$ cat src/rtl/serial_pattern_tx_if.sv
// Bus bundle for serial_pattern_tx: transfer request, parallel word and
// repeat settings toward the transmitter, and the serial line, status and
// hit count back from it.
interface serial_pattern_tx_if #(
  parameter int WIDTH = 8,
  parameter int CNT_W = 4,
  parameter int GAP_W = 3,
  parameter int HIT_W = 8
);
  logic             start;
  logic [WIDTH-1:0] data;
  logic [CNT_W-1:0] repeat_n;
  logic [GAP_W-1:0] gap;
  logic             a;
  logic             a_valid;
  logic             busy;
  logic             done;
  logic [HIT_W-1:0] hits;

  // Requester side: issues transfers and watches the line.
  modport master (
    output start, data, repeat_n, gap,
    input  a, a_valid, busy, done, hits
  );

  // Transmitter side.
  modport slave (
    input  start, data, repeat_n, gap,
    output a, a_valid, busy, done, hits
  );
endinterface

$ cat src/rtl/serial_pattern_tx.sv
// Serializes a parallel word MSB-first onto a one-bit line, optionally
// repeating it with idle gaps between copies, and counts overlapping
// occurrences of PATTERN in the outgoing line so the expected hit count
// of a downstream sequence detector is known on-chip.
// PAT_LEN must be at least 2.
module serial_pattern_tx #(
  parameter int                 WIDTH   = 8,
  parameter int                 CNT_W   = 4,
  parameter int                 GAP_W   = 3,
  parameter int                 PAT_LEN = 4,
  parameter logic [PAT_LEN-1:0] PATTERN = 4'b0110,
  parameter int                 HIT_W   = 8
) (
  input logic                clk,
  input logic                reset,
  serial_pattern_tx_if.slave bus
);

  localparam int BC_W = (WIDTH > 1) ? $clog2(WIDTH) : 1;
  localparam int HC_W = (PAT_LEN > 2) ? $clog2(PAT_LEN) : 1;
  localparam logic [BC_W-1:0] LAST_BIT = BC_W'(WIDTH - 1);
  localparam logic [HC_W-1:0] ARMED    = HC_W'(PAT_LEN - 1);

  typedef enum logic [1:0] {IDLE, SHIFT, GAP} state_t;

  state_t           state;
  logic [WIDTH-1:0] word;
  logic [WIDTH-1:0] shreg;
  logic [WIDTH-1:0] shreg_next;
  logic [BC_W-1:0]  bit_cnt;
  logic [CNT_W-1:0] copies;
  logic [GAP_W-1:0] gap_len;
  logic [GAP_W-1:0] gap_cnt;

  // Only the PAT_LEN-1 most recent line bits are stored; the bit on the
  // line this cycle completes the PAT_LEN-bit window.
  logic [PAT_LEN-2:0] hist;
  logic [HC_W-1:0]    hist_cnt;
  logic [PAT_LEN-1:0] window;

  // Hit counter increment that sticks at all-ones instead of wrapping.
  function automatic logic [HIT_W-1:0] sat_inc(input logic [HIT_W-1:0] v);
    return (&v) ? v : v + 1'b1;
  endfunction

  // Next bit to present is the one just below the current MSB.
  always_comb begin
    shreg_next = shreg << 1;
    window     = {hist, bus.a};
  end

  // Transfer sequencer: IDLE -> SHIFT (-> GAP -> SHIFT)* -> IDLE, all outputs registered.
  always_ff @(posedge clk) begin
    if (reset) begin
      state       <= IDLE;
      bus.a       <= 1'b0;
      bus.a_valid <= 1'b0;
      bus.busy    <= 1'b0;
      bus.done    <= 1'b0;
      bit_cnt     <= '0;
      copies      <= '0;
      gap_len     <= '0;
      gap_cnt     <= '0;
    end else begin
      bus.done <= 1'b0;
      case (state)
        IDLE: begin
          if (bus.start) begin
            word        <= bus.data;
            shreg       <= bus.data;
            copies      <= (bus.repeat_n == '0) ? CNT_W'(1) : bus.repeat_n;
            gap_len     <= bus.gap;
            bit_cnt     <= LAST_BIT;
            bus.a       <= bus.data[WIDTH-1];
            bus.a_valid <= 1'b1;
            bus.busy    <= 1'b1;
            state       <= SHIFT;
          end
        end

        SHIFT: begin
          if (bit_cnt != '0) begin
            shreg   <= shreg_next;
            bus.a   <= shreg_next[WIDTH-1];
            bit_cnt <= bit_cnt - 1'b1;
          end else if (copies != CNT_W'(1)) begin
            copies <= copies - 1'b1;
            if (gap_len != '0) begin
              gap_cnt     <= gap_len;
              bus.a       <= 1'b0;
              bus.a_valid <= 1'b0;
              state       <= GAP;
            end else begin
              // No gap: next copy starts right behind the last bit.
              shreg   <= word;
              bus.a   <= word[WIDTH-1];
              bit_cnt <= LAST_BIT;
            end
          end else begin
            bus.a       <= 1'b0;
            bus.a_valid <= 1'b0;
            bus.busy    <= 1'b0;
            bus.done    <= 1'b1;
            state       <= IDLE;
          end
        end

        GAP: begin
          if (gap_cnt == GAP_W'(1)) begin
            shreg       <= word;
            bus.a       <= word[WIDTH-1];
            bus.a_valid <= 1'b1;
            bit_cnt     <= LAST_BIT;
            state       <= SHIFT;
          end else begin
            gap_cnt <= gap_cnt - 1'b1;
          end
        end

        default: state <= IDLE;
      endcase
    end
  end

  // Pattern tracker: shifts the line on every busy cycle (gap zeros included)
  // and counts windows equal to PATTERN once PAT_LEN bits have been seen.
  always_ff @(posedge clk) begin
    if (reset) begin
      hist     <= '0;
      hist_cnt <= '0;
      bus.hits <= '0;
    end else if (state == IDLE) begin
      if (bus.start) begin
        hist     <= '0;
        hist_cnt <= '0;
        bus.hits <= '0;
      end
    end else begin
      hist <= window[PAT_LEN-2:0];
      if (hist_cnt != ARMED) begin
        hist_cnt <= hist_cnt + 1'b1;
      end
      if (window == PATTERN && hist_cnt == ARMED) begin
        bus.hits <= sat_inc(bus.hits);
      end
    end
  end

endmodule

$ cat src/flat_wrapper.sv
// flat-port wrapper written by rule: the top's interface ports become plain ports
module serial_pattern_tx_flat 
#(
  parameter int                 WIDTH   = 8,
  parameter int                 CNT_W   = 4,
  parameter int                 GAP_W   = 3,
  parameter int                 PAT_LEN = 4,
  parameter logic [PAT_LEN-1:0] PATTERN = 4'b0110,
  parameter int                 HIT_W   = 8
)
  (clk, reset, bus_start, bus_data, bus_repeat_n, bus_gap, bus_a, bus_a_valid, bus_busy, bus_done, bus_hits);
  serial_pattern_tx_if #(.WIDTH(WIDTH), .CNT_W(CNT_W), .GAP_W(GAP_W), .HIT_W(HIT_W)) bus_i ();
  input logic clk;
  input logic reset;
  input wire logic [$bits(bus_i.start)-1:0] bus_start;
  input wire logic [$bits(bus_i.data)-1:0] bus_data;
  input wire logic [$bits(bus_i.repeat_n)-1:0] bus_repeat_n;
  input wire logic [$bits(bus_i.gap)-1:0] bus_gap;
  output wire logic [$bits(bus_i.a)-1:0] bus_a;
  output wire logic [$bits(bus_i.a_valid)-1:0] bus_a_valid;
  output wire logic [$bits(bus_i.busy)-1:0] bus_busy;
  output wire logic [$bits(bus_i.done)-1:0] bus_done;
  output wire logic [$bits(bus_i.hits)-1:0] bus_hits;
  assign bus_i.start = bus_start;
  assign bus_i.data = bus_data;
  assign bus_i.repeat_n = bus_repeat_n;
  assign bus_i.gap = bus_gap;
  assign bus_a = bus_i.a;
  assign bus_a_valid = bus_i.a_valid;
  assign bus_busy = bus_i.busy;
  assign bus_done = bus_i.done;
  assign bus_hits = bus_i.hits;
  serial_pattern_tx #(.WIDTH(WIDTH), .CNT_W(CNT_W), .GAP_W(GAP_W), .PAT_LEN(PAT_LEN), .PATTERN(PATTERN), .HIT_W(HIT_W)) u_core (.clk(clk), .reset(reset), .bus(bus_i));
endmodule
$ cat config.mk
export PLATFORM = sky130hd
export DESIGN_NAME = serial_pattern_tx_flat
export DESIGN_NICKNAME = d
export VERILOG_FILES = /design/src/rtl/serial_pattern_tx_if.sv /design/src/rtl/serial_pattern_tx.sv /design/src/flat_wrapper.sv
export SDC_FILE = /design/constraint.sdc
export NUM_CORES = 1
export LEC_CHECK = 0
export CAP_MARGIN = 30
export CORE_MARGIN = 4
export CORE_UTILIZATION = 47
export CTS_CLUSTER_SIZE = 10
export DETAILED_ROUTE_END_ITERATION = 10
export PLACE_DENSITY = 0.69
export SYNTH_ARGS = -nofsm -noshare
export SYNTH_HDL_FRONTEND = slang
export SYNTH_SLANG_ARGS = --single-unit
$ cat constraint.sdc
create_clock -name clk -period 3.6 [get_ports clk]
set_input_delay 0.72 -clock clk [delete_from_list [all_inputs] [get_ports clk]]
set_output_delay 0.72 -clock clk [all_outputs]
set_load 0.005 [all_outputs]
# Yosys cells after proc, flatten, opt, wreduce, memory -nomap -nowiden
# Cells that the tools add are included.
totals:
  register_bits: 47
  inputBits: 18
  wordCells: 116
op_classes:
  n_addsub: 5
  n_reduce_logical: 24
  bitwise: 2
  muxes: 53
  eq_ne: 18
op_table:
  columns: ["op", "n"]
  rows:
  - ["$mux W7", 5]
  - ["$mux W3", 11]
  - ["$mux W8", 4]
  - ["$pmux W7 S3", 1]
  - ["$mux W2", 8]
  - ["$mux W4", 4]
  - ["$reduce_and A5 Y1", 3]
  - ["$mux W1", 13]
  - ["$reduce_and A4 Y1", 3]
  - ["$ne A2 B2 Y1 const B", 5]
  - ["$pmux W3 S3", 1]
  - ["$reduce_and A3 Y1", 3]
  - ["$reduce_bool A3 Y1", 3]
  - ["$add A8 B1 Y8 const B", 1]
  - ["$ne A2 B1 Y1 const B", 4]
  - ["$pmux W4 S2", 1]
  - ["$reduce_and A8 Y1", 1]
  - ["$reduce_bool A2 Y1", 4]
  - ["$pmux W1 S3", 2]
  - ["$pmux W2 S3", 1]
  - ["$pmux W3 S2", 1]
  - ["$reduce_and A6 Y1", 1]
  - ["$sub A3 B1 Y3 const B", 2]
  - ["$eq A2 B2 Y1 const B", 2]
  - ["16 further kinds", 18]

# Logic depth before layout (Yosys ltp)
# Gate-level depths: netlist of the first run.
depth:
  depth_word: 5
  ltp_mapped: 8

# Worst setup path after synthesis of the first run
# Ideal clock, no wire load.
synth_path:
  kind: "register to register"
  from: "reg u_core.state[0]"
  to: "reg u_core.shreg[0], enable pin"
  setup_slack_ns: 1.586
  path_buffers: 0
  path_stages_with_launch: 7
  t_required_ns: 3.240
  period_less_slack_ns: 2.014
  setup_time_ns: 0.360
  t_arrival_ns: 1.654
  path_cell_list: "dfxtp_1 inv_1 ha_1 nor2b_1 a211oi_2 nand2_1 nor2_1"
synth_between:
  elab_chain_len: 3
  word_cells_on_any_way: 9
synth_rtl:
  columns: ["element", "line_no", "text"]
  rows:
  - ["start: declaration", "serial_pattern_tx.sv:26", "state_t state;"]
  - ["start signal: assignment", "serial_pattern_tx.sv:55", "state <= IDLE;"]
  - ["start signal: assignment", "serial_pattern_tx.sv:77", "state <= SHIFT;"]
  - ["start signal: assignment", "serial_pattern_tx.sv:92", "state <= GAP;"]
  - ["$eq A2 B1 Y1, or another cell as far along", "serial_pattern_tx.sv:66", "case (state)"]
  - ["$ne A3 B1 Y1 (no source line), or another cell as far along", null, null]
  - ["$reduce_and A6 Y1 (no source line) (*)", null, null]
  - ["end signal: assignment", "serial_pattern_tx.sv:70", "shreg <= bus.data;"]
  - ["end signal: assignment", "serial_pattern_tx.sv:83", "shreg <= shreg_next;"]
  - ["end signal: assignment", "serial_pattern_tx.sv:95", "shreg <= word;"]
  - ["end: declaration", "serial_pattern_tx.sv:28", "logic [WIDTH-1:0] shreg;"]
# Mark *: on every way between the ends. The rest lies on a longest branch, timed or not.
# A chain may end at the register's enable or synchronous reset.

# Final worst setup path of the first run
layout_path:
  from: "in bus_start"
  to: "reg u_core.shreg[3], enable pin"
layout_between:
  elab_chain_len: 2
layout_rtl:
  columns: ["element", "line_no", "text"]
  rows:
  - ["start: declaration", "flat_wrapper.sv:15", "input wire logic [$bits(bus_i.start)-1:0] bus_start;"]
  - ["$ne A2 B2 Y1 (no source line)", null, null]
  - ["$reduce_and A6 Y1 (no source line)", null, null]
# No other way between the ends.

==> impl_metrics.csv, run 1 <==
group,metric,value,unit
outcome,status,"complete, no violations",
grt,grt.overflow.total,0,
clocking,post-cts-setup-buffers,0,
pwr,p_int,1.184,mW
pwr,p_leak,1.017,nW
clocking,hold_buffers,0,
synth,synth_edf_count,15,
pwr,power_frac_seq,39.4,%
setup_path,crit_chain,"clkdlybuf4s50_1, buf_4, nor2b_1, a211oi_2, nand2_1, nor2_1",
final_layout,fin_cells,368,
floorplan,die_h,80.64,um
setup_path,cp_slowest_stage_delay,0.47,ns
detailed_routing,drc,0,
setup_path,r2r-end,"u_core.shreg[3]$_DFFE_PP_",
setup_path,required,3.53,ns
floorplan,dieWidth,80.64,um
setup_path,path_max_fanout,11,
synth,ys_async_sr_fraction,0,%
synth,synthFlopType,"dfxtp_1",
sta,clock_skew,0.006276,ns
place,routabilityCongestion,0.8251,
detailed_routing,via_count,2047,
setup_path,cp.arrival,2.46,ns
pwr,power.total,1.971,mW
sta,max_freq,0.3944,GHz
pwr,switching_share,39.92,%
clocking,cts_root_buf,"clkbuf_8",
clocking,ctsResizeCount,0,
synth,yosysSeqAreaShare,44.00,%
clocking,clk_latency,0.29,ns
detailed_routing,vias_per_cell,5.563,
place,portBuffers,29,
detailed_routing,drt_wl_total,4.995,mm
clocking,clock-sinks,47,
grt,antenna_found_initial,0,
hold_path,min_to,"u_core.bus.a_valid$_SDFFE_PP0P_",
sta,rsz0062_at_grt,"false",
flow_run,drv_cap,0,
pwr,power_switching,0.7869,mW
sta,relSlewSlack,54.80,%
floorplan,std_cell_rows,26,
pwr,power_frac_comb,45.7,%
final_layout,fin_area,2905,um2
final_layout,area_growth,17.15,%
clocking,clock_path_buffers,2,
grt,grt_pass1_vias,1889,
final_layout,diodes,0,
setup_path,critPathKind,"in2reg",
setup_path,regToRegStartpoint,"u_core.state[0]$_SDFFE_PP0P_",
clocking,path_clk_slew,0.08,ns
floorplan,start_util,48.55,%
final_layout,fill_cells,482,
setup_path,startpoint_type,"primary input",
detailed_routing,first_pass_iters,4,
grt,grt_max_degree,22,
synth,yosysUniqueCellTypes,55,
final_layout,multi_input_area,1274,um2
sta,drv_slew,0,
clocking,cts_tree,"yes",
final_layout,regArea,1091,um2
clocking,cts_made_buffers,5,
synth,yosys_register_bits,47,
sta,holdWs,0.4864,ns
sta,finalSetupViolCount,0,
place,post-dp-hpwl,3.657,mm
grt,grt_util_all_layers,16.76,%
pwr,max-vdd-ir-drop,482.0,uV
place,placed_area,2825,um2
place,dp_cells,360,
pwr,pwr-share-clk,14.9,%
hold_path,hp-start,"u_core.bus.a_valid$_SDFFE_PP0P_",
synth,synth_area_per_cell,9.253,um2
synth,synthCells,268,
grt,grt_pass1_wl,8.783,mm
setup_path,cpMaxStageDelayCell,"a211oi_2",
detailed_routing,ant_nets,0,
sta,hold_violations,0,
clocking,cts_max_level,2,
sta,tightest_slew,0.6755,ns
floorplan,dieArea,6503,um2
setup_path,r2r_cells,7,
pwr,p_per_area,678.5,nW/um2
floorplan,ios,30,
setup_path,cp-end-kind,"register",
hold_path,hold-path-cell-count,2,
sta,post-route-period-util,70.43,%
sta,setup_tns,0,ns
hold_path,hold_path_class,"reg2reg",
sta,layout_min_cycle_time,2.535,ns
synth,syn_area,2480,um2
setup_path,rrSetupSlack,1.13,ns
detailed_routing,drt_iter0_markers,129,
detailed_routing,wire_per_inst,13.57,um
synth,yosys_warnings,0,
final_layout,drive_above_1_share,7.718,%
floorplan,core_area,5107,um2
final_layout,nNetsFinal,328,
synth,synth_nets,299,
==> layout by cell type (no fill, tap or decap), types with 6 or more instances in the layout <==
cell type        Yosys  layout
a21oi_1             28      28
a22oi_1              7       7
clkdlybuf4s50_1      0      29
dfxtp_1             32      32
edfxtp_1            15      15
ha_1                13      13
inv_1               14      14
nand2_1             18      18
nand2b_1             7       7
nand3_1             11      11
nor2_1              25      25
nor3_1               6       6
o21ai_0              8       8
o31ai_1              7       7
==> cell usage after synthesis, types with 2 or more instances <==
| master | n | area (um2) |
|---|---|---|
| dfxtp_1 | 32 | 640.6 |
| a21oi_1 | 28 | 140.1 |
| nor2_1 | 25 | 93.84 |
| nand2_1 | 18 | 67.56 |
| edfxtp_1 | 15 | 450.4 |
| inv_1 | 14 | 52.55 |
| ha_1 | 13 | 162.7 |
| nand3_1 | 11 | 55.05 |
| o21ai_0 | 8 | 40.04 |
| a22oi_1 | 7 | 52.55 |
| nand2b_1 | 7 | 43.79 |
| o31ai_1 | 7 | 52.55 |
| nor3_1 | 6 | 30.03 |
| clkbuf_1 | 5 | 18.77 |
| nand4_1 | 5 | 31.28 |
| or3_1 | 5 | 31.28 |
| nor2b_1 | 4 | 25.02 |
| and3_1 | 3 | 18.77 |
| o211ai_1 | 3 | 22.52 |
| or3_2 | 3 | 22.52 |
| a211oi_1 | 2 | 15.01 |
| a211oi_2 | 2 | 25.02 |
| a311oi_1 | 2 | 17.52 |
| a31oi_1 | 2 | 12.51 |
| and4_1 | 2 | 17.52 |
| buf_1 | 2 | 7.510 |
| buf_6 | 2 | 22.52 |
| nand3b_1 | 2 | 15.01 |
| nand4b_1 | 2 | 17.52 |
| o21ai_1 | 2 | 10.01 |
| o311ai_0 | 2 | 17.52 |
| o32ai_1 | 2 | 17.52 |
| o41ai_1 | 2 | 17.52 |
| or4_1 | 2 | 15.01 |
==> cells by family (layout without fill, tap and decap cells) <==
logic type | Yosys count | count (layout) | synth area share, %
muxes | 2 | 2 | 0.8577
buffers and inverters | 25 | 55 | 4.642
DFF | 47 | 47 | 44.00
and+or+nand+nor | 103 | 103 | 22.96
AOI/OAI and AO/OA | 78 | 78 | 20.99
adders and majority gates | 13 | 13 | 6.559
==> metrics by stage <==
stage | setup WS, ns | util [%]
2_1_floorplan | 1.586 | -
3_5_place_dp | 0.7986 | 55.32
5_1_grt | 0.8685 | 56.88
4_1_cts | 1.081 | 56.88
3_3_place_gp | 0.8051 | 55.32
6_report | 1.065 | 56.88
==> cell type report <==
| cell class | instances | share of cell area (%) |
|---|---|---|
| multi-input cells | 196 | 43.84 |
| well taps | 70 | 3.015 |
| flip-flops and latches | 47 | 37.55 |
| inverters | 14 | 1.809 |
| repair buffers | 33 | 11.02 |
| clock inverters | 2 | 0.2584 |
| clock buffers | 6 | 2.498 |
==> power groups by stage <==
stage	logic (mW)	registers (mW)	clock network [mW]
after floorplan	0.707	0.763	0
after global placement	0.882	0.785	0
after detailed placement	0.887	0.786	0
after CTS	0.894	0.776	0.306
after global routing	1.03	0.791	0.332
final	0.900	0.777	0.294
==> layer usage <==
metal / vias up / part of all wire (%) / GRT usage [%]
met5: - / 0 / 0
met1: 942 / 52 / 24.67
met2: 39 / 43 / 24.75
met3: 4 / 4.0 / 3.587
li1: 1062 / - / -
met4: 0 / 0.96 / 4.223
==> how the worst max path moves through the flow <==
stage	start	slack, ns	depth (start not counted)	endpoint
floorplan	u_core.state[0]$_SDFFE_PP0P_	1.59	6	u_core.shreg[0]$_DFFE_PP_
global placement	bus_start	0.81	6	u_core.shreg[1]$_DFFE_PP_
detailed placement	bus_start	0.80	6	u_core.shreg[0]$_DFFE_PP_
CTS	bus_start	1.08	6	u_core.shreg[1]$_DFFE_PP_
global route	bus_start	0.87	6	u_core.shreg[6]$_DFFE_PP_
finish	bus_start	1.06	6	u_core.shreg[3]$_DFFE_PP_
==> flip-flops by register name, summed over array words and instances (netlist names) <==
signal and flops:
u_core.state 2, u_core.shreg 7, u_core.copies 4, u_core.bus.busy 1, u_core.bit_cnt 3, u_core.bus.a 1, u_core.hist 3, u_core.hist_cnt 2
u_core.gap_cnt 3, u_core.word 8, u_core.bus.hits 8, u_core.gap_len 3, u_core.bus.a_valid 1, u_core.bus.done 1
==> critical path, delay by kind of cell <==
kind | cells | cell delay, ns
AND/OR/NAND/NOR | 3 | 0.65
buffers and inverters | 2 | 0.62
AO/OA/AOI/OAI | 1 | 0.47
Note: power is estimated with default switching activity, not from simulation.
==> inputs of run 2 (changes only) <==
==> constraint.sdc (replaced) <==
create_clock -name clk -period 2.6 [get_ports clk]
set_input_delay 0.52 -clock clk [delete_from_list [all_inputs] [get_ports clk]]
set_output_delay 0.52 -clock clk [all_outputs]
set_load 0.005 [all_outputs]
==> impl_metrics.csv, run 2 (synthesis results as in run 1) <==
group,metric,value,unit
outcome,status,"complete, no violations",
grt,antenna_found_initial,0,
place,portBuffers,29,
grt,grt_max_degree,24,
place,place_ws,0.4806,ns
final_layout,regArea,1091,um2
flow_run,drv_cap,0,
final_layout,final_cell_mix,"32 x dfxtp_1, 29 x clkdlybuf4s50_1, 28 x a21oi_1, 25 x nor2_1, 18 x nand2_1",
final_layout,top_regs,"u_core.bus.hits x8, u_core.word x8, u_core.shreg x7",
sta,finalSetupViolCount,0,
setup_path,cp.arrival,2.27,ns
grt,grt.overflow.total,0,
pwr,p_leak,1.045,nW
final_layout,diodes,0,
floorplan,core_area,5107,um2
sta,rsz0062_at_grt,"false",
clocking,hold_buffers,0,
detailed_routing,wire_per_inst,14.25,um
sta,relSlewSlack,57.86,%
hold_path,hp-start,"u_core.bit_cnt[0]$_SDFFE_PP0P_",
sta,hold_violations,0,
clocking,cts_root_buf,"clkbuf_8",
detailed_routing,first_pass_iters,4,
hold_path,hold_path_class,"reg2reg",
setup_path,critPathKind,"reg2reg",
pwr,power.total,2.816,mW
final_layout,drive_above_1_share,9.603,%
clocking,path_clk_slew,0.09,ns
final_layout,fill_cells,458,
setup_path,startpoint_type,"register",
setup_path,worstSetupStartpoint,"u_core.state[1]$_SDFFE_PP0P_",
sta,holdWs,0.4858,ns
sta,clock_skew,0.009846,ns
clocking,ctsResizeCount,0,
floorplan,die_h,80.64,um
detailed_routing,ant_nets,0,
final_layout,nNetsFinal,332,
detailed_routing,drt_wl_total,5.302,mm
place,routabilityCongestion,0.8364,
clocking,clock_path_buffers,2,
sta,post-route-period-util,78.47,%
setup_path,path_max_fanout,6,
final_layout,mostFrequentLayoutCell,"dfxtp_1",
final_layout,fin_cells,372,
floorplan,ios,30,
setup_path,regToRegStartpoint,"u_core.state[1]$_SDFFE_PP0P_",
detailed_routing,via_count,2105,
clocking,clk_latency,0.29,ns
floorplan,dieArea,6503,um2
sta,tightest_slew,0.6255,ns
setup_path,required,2.83,ns
floorplan,std_cell_rows,26,
clocking,cts_max_level,2,
sta,setup_tns,0,ns
place,post-dp-hpwl,3.784,mm
detailed_routing,vias_per_cell,5.659,
floorplan,dieWidth,80.64,um
clocking,clock-sinks,47,
setup_path,cp-end-kind,"register",
final_layout,area_growth,18.82,%
sta,worst_slack,0.5597,ns
pwr,p_per_area,955.8,nW/um2
place,dp_cells,364,
grt,grt_pass1_wl,9.108,mm
grt,grt_util_all_layers,17.76,%
sta,max_freq,0.4901,GHz
sta,layout_min_cycle_time,2.040,ns
final_layout,multi_input_area,1274,um2
detailed_routing,drc,0,
sta,drv_slew,0,
floorplan,start_util,48.55,%
pwr,max-vdd-ir-drop,436.1,uV
clocking,cts_made_buffers,5,
grt,grt_pass1_vias,1978,
detailed_routing,drt_iter0_markers,131,
clocking,cts_tree,"yes",
clocking,post-cts-setup-buffers,0,
==> run 2: changes by cell type in the layout (fill, tap and decap cells not counted) <==
cell | before | now
clkbuf_8 | 5 | 6
buf_4 | 4 | 8
clkinv_1 | 2 | 0
clkinv_2 | 0 | 1
==> run 2: metal layers <==
metal	routed length [um]	share of wire (%)	vias to the layer above	track usage, %
met3	182	3.4	5	3.027
met2	2359	44	37	27.98
met1	2705	51	986	24.60
met4	55	1.0	0	5.743
li1	-	-	1077	-
met5	0	0	-	0
==> run 2: layout make-up <==
| type | count | share of cell area, % |
|---|---|---|
| clock inverter | 1 | 0.1699 |
| timing repair buffer | 37 | 11.89 |
| sequential | 47 | 37.03 |
| clock buffer | 7 | 2.930 |
| tap | 70 | 2.972 |
| multi-input combinational | 196 | 43.23 |
| inverter | 14 | 1.783 |
==> run 2: worst paths after layout <==
check / to / slack, ns / cells after the start
worst min register to register: u_core.bit_cnt[0]$_SDFFE_PP0P_ / 0.49 / 1
worst max-delay path: u_core.state[0]$_SDFFE_PP0P_ / 0.56 / 6
worst min-delay path: u_core.bit_cnt[0]$_SDFFE_PP0P_ / 0.49 / 1
worst max register to register: u_core.state[0]$_SDFFE_PP0P_ / 0.56 / 6
==> run 2: worst max-delay path, stage by stage, from the launching register on <==
cell	delay (ns)
dfxtp_1	0.41
inv_1	0.12
ha_1	0.28
nor2b_1	0.21
a221o_1	0.33
or4_1	0.48
a21oi_1	0.15
==> run 2: report_power, final <==
| part | switching (mW) | internal (mW) |
|---|---|---|
| registers | 0.113 | 0.957 |
| clock network | 0.239 | 0.215 |
| logic | 0.762 | 0.530 |
| total | 1.11 | 1.70 |
==> run 2: through the flow <==
step | area [um2] | utilization (%)
floorplan | 2480 | -
global placement | 2855 | 55.90
detailed placement | 2855 | 55.90
CTS | 2947 | 57.69
global route | 2947 | 57.69
finish | 2947 | 57.69
